File: src/rtl/wb_burst_arbiter_pkg.sv
// Shared types, CTI codes and helpers for the Wishbone burst arbiter.
package wb_burst_arbiter_pkg;

  localparam logic [2:0] CTI_CLASSIC = 3'b000;
  localparam logic [2:0] CTI_INCR = 3'b010;
  localparam logic [2:0] CTI_EOB = 3'b111;

  typedef enum logic {
    ST_IDLE = 1'b0,
    ST_BUSY = 1'b1
  } state_e;

  function automatic int clog2(input int v);
    int r;
    r = 0;
    while ((1 << r) < v) r++;
    return r;
  endfunction

endpackage

File: src/rtl/wb_rr_picker.sv
// Rotating-priority encoder: first requester after last_i, wrapping.
module wb_rr_picker
  import wb_burst_arbiter_pkg::*;
#(
  parameter int N = 2,
  parameter int IW = clog2(N)
) (
  input  logic [N-1:0]  req_i,
  input  logic [IW-1:0] last_i,
  output logic [N-1:0]  gnt_o,
  output logic [IW-1:0] idx_o,
  output logic          valid_o
);

  always_comb begin
    logic [IW-1:0] j;
    logic found;
    gnt_o = '0;
    idx_o = '0;
    found = 1'b0;
    j = '0;
    for (int i = 1; i <= N; i++) begin
      j = IW'((int'(last_i) + i) % N);
      if (!found && req_i[j]) begin
        gnt_o[j] = 1'b1;
        idx_o = j;
        found = 1'b1;
      end
    end
    valid_o = found;
  end

endmodule

File: src/rtl/wb_burst_arbiter.sv
// Round-robin Wishbone B3 arbiter, grant held for the whole cyc.
// Optional stall watchdog enabled with `define WB_ARB_TIMEOUT_EN.
module wb_burst_arbiter
  import wb_burst_arbiter_pkg::*;
#(
  parameter int NUM_MASTERS = 2,
  parameter int AW = 32,
  parameter int DW = 32,
  parameter int TIMEOUT = 255
) (
  input  logic                        wb_clk_i,
  input  logic                        wb_rst_ni,
  input  logic [NUM_MASTERS*AW-1:0]   wbm_adr_i,
  input  logic [NUM_MASTERS*DW-1:0]   wbm_dat_i,
  input  logic [NUM_MASTERS*DW/8-1:0] wbm_sel_i,
  input  logic [NUM_MASTERS-1:0]      wbm_we_i,
  input  logic [NUM_MASTERS-1:0]      wbm_cyc_i,
  input  logic [NUM_MASTERS-1:0]      wbm_stb_i,
  input  logic [NUM_MASTERS*3-1:0]    wbm_cti_i,
  input  logic [NUM_MASTERS*2-1:0]    wbm_bte_i,
  output logic [NUM_MASTERS*DW-1:0]   wbm_dat_o,
  output logic [NUM_MASTERS-1:0]      wbm_ack_o,
  output logic [NUM_MASTERS-1:0]      wbm_err_o,
  output logic [NUM_MASTERS-1:0]      wbm_rty_o,
  output logic [AW-1:0]               wbs_adr_o,
  output logic [DW-1:0]               wbs_dat_o,
  output logic [DW/8-1:0]             wbs_sel_o,
  output logic                        wbs_we_o,
  output logic                        wbs_cyc_o,
  output logic                        wbs_stb_o,
  output logic [2:0]                  wbs_cti_o,
  output logic [1:0]                  wbs_bte_o,
  input  logic [DW-1:0]               wbs_dat_i,
  input  logic                        wbs_ack_i,
  input  logic                        wbs_err_i,
  input  logic                        wbs_rty_i,
  output logic [NUM_MASTERS-1:0]      grant_o
);

  localparam int IW = clog2(NUM_MASTERS);
  localparam int SW = DW / 8;

  state_e state_q, state_d;
  logic [NUM_MASTERS-1:0] grant_q, grant_d;
  logic [IW-1:0] last_q, last_d;

  logic [NUM_MASTERS-1:0] pick_gnt;
  logic [IW-1:0] pick_idx;
  logic pick_vld;
  logic cyc_sel;
  logic stb_sel;
  logic tmo;

  wb_rr_picker #(
    .N (NUM_MASTERS),
    .IW(IW)
  ) u_picker (
    .req_i  (wbm_cyc_i),
    .last_i (last_q),
    .gnt_o  (pick_gnt),
    .idx_o  (pick_idx),
    .valid_o(pick_vld)
  );

  always_comb begin
    wbs_adr_o = '0;
    wbs_dat_o = '0;
    wbs_sel_o = '0;
    wbs_we_o = 1'b0;
    wbs_cti_o = '0;
    wbs_bte_o = '0;
    cyc_sel = 1'b0;
    stb_sel = 1'b0;
    for (int m = 0; m < NUM_MASTERS; m++) begin
      if (grant_q[m]) begin
        wbs_adr_o = wbm_adr_i[m*AW +: AW];
        wbs_dat_o = wbm_dat_i[m*DW +: DW];
        wbs_sel_o = wbm_sel_i[m*SW +: SW];
        wbs_we_o = wbm_we_i[m];
        wbs_cti_o = wbm_cti_i[m*3 +: 3];
        wbs_bte_o = wbm_bte_i[m*2 +: 2];
        cyc_sel = wbm_cyc_i[m];
        stb_sel = wbm_stb_i[m];
      end
    end
  end

  // A watchdog expiry hides the slave and answers the master with err.
  assign wbs_cyc_o = cyc_sel & ~tmo;
  assign wbs_stb_o = stb_sel & ~tmo;
  assign wbm_ack_o = grant_q & {NUM_MASTERS{wbs_ack_i & ~tmo}};
  assign wbm_err_o = grant_q & {NUM_MASTERS{wbs_err_i | tmo}};
  assign wbm_rty_o = grant_q & {NUM_MASTERS{wbs_rty_i & ~tmo}};
  assign wbm_dat_o = {NUM_MASTERS{wbs_dat_i}};
  assign grant_o = grant_q;

  always_comb begin
    state_d = state_q;
    grant_d = grant_q;
    last_d = last_q;
    unique case (state_q)
      ST_IDLE: begin
        if (pick_vld) begin
          grant_d = pick_gnt;
          last_d = pick_idx;
          state_d = ST_BUSY;
        end
      end
      ST_BUSY: begin
        if (!cyc_sel) begin
          grant_d = '0;
          state_d = ST_IDLE;
        end
      end
    endcase
  end

  always_ff @(posedge wb_clk_i) begin
    if (!wb_rst_ni) begin
      state_q <= ST_IDLE;
      grant_q <= '0;
      last_q <= IW'(NUM_MASTERS - 1);
    end else begin
      state_q <= state_d;
      grant_q <= grant_d;
      last_q <= last_d;
    end
  end

`ifdef WB_ARB_TIMEOUT_EN
  localparam int WW = clog2(TIMEOUT + 1);

  logic [WW-1:0] wd_q, wd_d;
  logic rsp;

  assign rsp = wbs_ack_i | wbs_err_i | wbs_rty_i;
  assign tmo = (state_q == ST_BUSY) && (wd_q == WW'(TIMEOUT));

  always_comb begin
    wd_d = '0;
    if (state_q == ST_BUSY && stb_sel && !tmo && !rsp)
      wd_d = wd_q + WW'(1);
  end

  always_ff @(posedge wb_clk_i) begin
    if (!wb_rst_ni) wd_q <= '0;
    else wd_q <= wd_d;
  end
`else
  assign tmo = 1'b0;
`endif

endmodule

File: config.mk
export PLATFORM = sky130hd
export DESIGN_NAME = wb_burst_arbiter
export DESIGN_NICKNAME = d
export VERILOG_FILES = /design/src/rtl/wb_burst_arbiter_pkg.sv /design/src/rtl/wb_rr_picker.sv /design/src/rtl/wb_burst_arbiter.sv
export SDC_FILE = /design/constraint.sdc
export NUM_CORES = 1
export LEC_CHECK = 0
export ABC_AREA = 1
export CAP_MARGIN = 20
export CORE_AREA = 2 2 130 132
export CTS_CLUSTER_SIZE = 12
export DETAILED_ROUTE_END_ITERATION = 12
export DIE_AREA = 0 0 132 134
export PLACE_DENSITY = 0.61
export SETUP_SLACK_MARGIN = 0.2
export SYNTH_ARGS = -nofsm -noshare
export SYNTH_HDL_FRONTEND = slang
export SYNTH_SLANG_ARGS = --single-unit
File: constraint.sdc
create_clock -name wb_clk_i -period 1 [get_ports wb_clk_i]
set_input_delay 0.2 -clock wb_clk_i [delete_from_list [all_inputs] [get_ports wb_clk_i]]
set_output_delay 0.2 -clock wb_clk_i [all_outputs]
set_load 0.01 [all_outputs]
======== Word-level counts from Yosys, hierarchy flattened ========
Index checks and enable logic that the tools add are counted.
cells by class
  bitwise operators ....................... 5
  $add $sub $neg .......................... 2
  reductions and logical operators ........ 6
  magnitude comparators ................... 4
  equality and inequality tests ........... 2
  mux-type cells .......................... 36
operators by type and width
  operator             count
  $mux 32              4
  $mux 1               18
  $mux 2               6
  $mux 4               2
  $and 2x2->2          3
  $mux 3               2
  $lt 1x2->1 const B   2
  $ne 2x2->1 const B   2
  $pmux 2 s2           1
  $reduce_and 2->1     2
  $logic_and 1x1->1    3
  $add 1x1->1 const B  2
  $demux 1 s1          2
  $ge 1x1->1 const B   2
  $or 2x2->2           1
  $pmux 1 s2           1
  $logic_not 1->1      1
  $not 1->1            1
word-level totals
  register bits after elaboration ......... 4
  output and inout port bits .............. 148
  word-level logic and storage cells ...... 58
  bits of input ports ..................... 189

======== Longest topological paths before layout ========
Gate-level depths: netlist (run 1).
  depth after elaboration ................. 10
  mapped depth ............................ 6
  mapped depth without buffers ............ 5

======== By module ========
A second synthesis (run 1) with hierarchy kept.
unflattened totals
  cells, all modules ...................... 358
  area total of the unflattened synthesis .. 1900.6 um^2
modules (own cells, without submodules)
  module            times used  area an instance (um^2)  cells each
  wb_burst_arbiter  1           1870.5                   351
  wb_rr_picker      1           30.0                     7

======== Worst setup path after synthesis (run 1) ========
No wires, ideal clock.
  path type ............................... reg2out
  start point ............................. register grant_q[0] (netlist: grant_o[0])
  end point ............................... output wbs_dat_o[14]
  arrival time ............................ 967 ps
  cell stages (with the launch flop) ...... 6
  buffers on the path ..................... 3
  setup slack ............................. -167 ps
  path through ............................ dfxtp_1 > buf_4 > buf_6 > buf_4 > nand3_2 > nand2_1
between the ends
  word-level cells in the longest chain between the ends .. 2
RTL lines
  item                    line                     text
  from (decl)             wb_burst_arbiter.sv:44   logic [NUM_MASTERS-1:0] grant_q, grant_d;
  from (signal assigned)  wb_burst_arbiter.sv:125  grant_q <= grant_d;
  $mux 32 (2 in series)   wb_burst_arbiter.sv:75   if (grant_q[m]) begin
  to (decl)               wb_burst_arbiter.sv:26   output logic [DW-1:0] wbs_dat_o,
No other way between the ends.

======== Worst setup path after layout (run 1) ========
  start point ............................. register grant_q[1] (netlist: grant_o[1])
  end point ............................... output wbs_adr_o[19]
between the ends
  word-level cells in the longest chain between the ends .. 1
RTL lines
  item       line                    text
  $mux 32    wb_burst_arbiter.sv:75
  to (decl)  wb_burst_arbiter.sv:25  output logic [AW-1:0] wbs_adr_o,
No other way between the ends.

==> results_dict.tcl, run 1 <==
set metrics [dict create \
    cp_top_family "buffers and inverters" \
    synth_cells 354 \
    finalWorstSetupSlack_ps -559.4 \
    cpPeakStageDelay_ps 360 \
    rsz0062_at_grt "yes" \
    path_clk_slew_ps 30 \
    clock-skew-final_ps 3.181 \
    clkLatencyLatePin_ps 230 \
    clkSinkCount 4 \
    design_area_um2 5493 \
    min_period_over_period 1.559 \
    hp-class "in -> out" \
    hold_violations 0 \
    antenna_found_initial 0 \
    synth_compound_area_frac 0.01593 \
    io-pin-count 337 \
    p_sw_frac 0.3422 \
    clk_path_buf_depth 2 \
    crit_end "wbs_adr_o[19]" \
    grt_pass1_wl_um 17910 \
    avgSynthCellArea_um2 5.326 \
    r2r_slack_ps -320 \
    grt_util_all_layers 0.1315 \
    start_util 0.1158 \
    grt_max_degree 21 \
    power.switching_mw 1.215 \
    power.leakage_nw 2.638 \
    drt_iter0_drc 54 \
    drv_cap 0 \
    place_area_um2 4259 \
    seqPwrFrac 0.055 \
    cp_slowest_cell "dfxtp_4" \
    critPathCaptureType "output pin" \
    dp_hpwl_um 7147 \
    slew_violations 0 \
    final_common_cell "clkdlybuf4s50_1" \
    pwr_density_cell_nw_per_um2 646.6 \
    cp.depth 7 \
    place_congestion 0.7476 \
    ys_types 14 \
    synth.largest_area_cell "nand2_1" \
    drt.antenna.violating_nets 0 \
    startpoint "grant_o[1]" \
    fillers 1718 \
    drt_first_pass_iters 4 \
    ys_seq_elements 4 \
    grt_overflow 0 \
    cts_root_buf "clkbuf_16" \
    p_int_mw 2.336 \
    syn_nets 543 \
    synth_top_area_share 0.3185 \
    max_freq_mhz 641.3 \
    p_comb_frac 0.761 \
    vdd_ir_drop_max_uv 479.0 \
    remaining_drc_errors 0 \
    drive_gt1_frac 0.5125 \
    crit_type "reg -> out" \
    synth-simple-area-share 0.5634 \
    die_x_um 132 \
    r2r_cells 8 \
    seq_area_frac_synth 0.04247 \
    muxShareOfSynthArea 0 \
    critPathMaxFanout 8 \
    core-area_um2 16290 \
    cts_tree "done" \
    cts_buffers 3 \
    area_growth_pct 191.3 \
    vias 3017 \
    yosysWarnings 0 \
    diodes 0 \
    reg2reg_from "grant_o[1]" \
    critical_path_arrival_ps 1360 \
    reg2reg_to "state_q" \
    relSlewSlack 0.8420 \
    p_clk_frac 0.185 \
    final_cells 782 \
    path_buf_inv 5 \
    whs_ps 400.0 \
    wl_per_cell_um 15.70 \
    grt_pass1_vias 3150 \
    required_ps 800 \
    routed_wl_um 12280 \
    syn_area_um2 1886 \
    synth_xor_area_frac 0 \
    port_buffers 240 \
    run_status "finished with violations" \
    violations "negative setup slack" \
    die_h_um 134 \
    layout_min_cycle_time_ps 1559 \
    pre_cts_ws_ps -619.6 \
    rows 47 \
    cp-start-kind "flip-flop" \
    final_cell_mix "clkdlybuf4s50_1, nand2_2, buf_6" \
    setup_viol 87 \
    critical_path.cell_chain "buf_12 -> buf_6 -> buf_12 -> buf_16 -> nand2_4 -> nand2_2 -> buf_6" \
    synth_top_family_by_area "simple AND/OR/NAND/NOR gates" \
    num-nets-final 752 \
    place_inst 740 \
    synthTopCellsByArea "nand2_1, buf_4, nand3_1" \
    synth-adder-area-share 0 \
    htreeDepth 1 \
    tightest_slew_ps 236.1 \
    die_area_um2 17690 \
    vias_per_cell 3.858 \
]
==> state kept, by name (all words and copies together) (netlist names) <==
name,cells
last_q,1
state_q,1
grant_o,2
==> repair_timing <==
action,CTS,global route
pin swaps,16,14
hold buffers,0,0
gates cloned,17,1
buffers inserted,17,3
endpoints found under the setup margin,88,88
gates resized for setup,483,38
==> metal layers <==
layer  track usage  share of wire  routed length, µm  up-vias
met2        0.2352           0.49               6021      165
met4       0.02597          0.022                267        0
met5             0              0                  0        -
met1        0.1591           0.41               5018     1346
li1              -              -                  -     1481
met3       0.03439          0.079                970       25
==> stage by stage <==
step / power, mW / setup TNS (ps) / util
2_1_floorplan: 1.163 / -6568 / -
3_3_place_gp: 2.160 / -47920 / 0.2615
3_5_place_dp: 2.166 / -48510 / 0.2615
4_1_cts: 3.492 / -41640 / 0.3271
5_1_grt: 3.754 / -44210 / 0.3372
6_report: 3.552 / -40070 / 0.3372
==> power by group through the flow <==
stage | combinational (mW) | clock, mW | sequential [mW]
after floorplan | 0.974 | 0 | 0.189
after global placement | 1.97 | 0 | 0.192
after detailed placement | 1.97 | 0 | 0.192
after CTS | 2.63 | 0.667 | 0.197
after global routing | 2.88 | 0.676 | 0.197
final | 2.70 | 0.655 | 0.194
==> worst min-delay path by stage <==
stage,from,end,cells past startpoint
after floorplan,wb_rst_ni,last_q,1
after global placement,wbs_dat_i[21],wbm_dat_o[53],0
after detailed placement,wbs_dat_i[21],wbm_dat_o[53],0
after CTS,wbs_dat_i[21],wbm_dat_o[53],0
after global routing,wbs_dat_i[6],wbm_dat_o[38],0
final,wbs_dat_i[4],wbm_dat_o[36],0
==> logic make-up after synthesis <==
family                 Yosys count
flip-flops                       4
buffers and inverters          101
AO/OA/AOI/OAI                    6
AND/OR/NAND/NOR                243
==> Yosys cell counts, drive strengths merged <==
library cell  instances
nor2                  3
nand3                80
dfxtp                 4
nand2               160
a21oi                 3
inv                  11
buf                  86
clkbuf                4
o21ai                 3
==> area by class of cell <==
| cell class | count | area (µm²) | area share |
|---|---|---|---|
| flip-flops and latches | 4 | 91.34 | 0.01663 |
| repair buffers | 294 | 3403 | 0.6196 |
| inverters | 11 | 48.80 | 0.008884 |
| well taps | 220 | 275.3 | 0.05011 |
| clock buffers | 4 | 78.83 | 0.01435 |
| multi-input cells | 249 | 1595 | 0.2904 |
Power figures use the tool's default switching activity.
==> inputs of run 2 (changes only) <==
CTS_CLUSTER_DIAMETER = 40   (was not set)
==> results of run 2 <==
The final DEF is identical to that of run 1; final timing and power are the same.
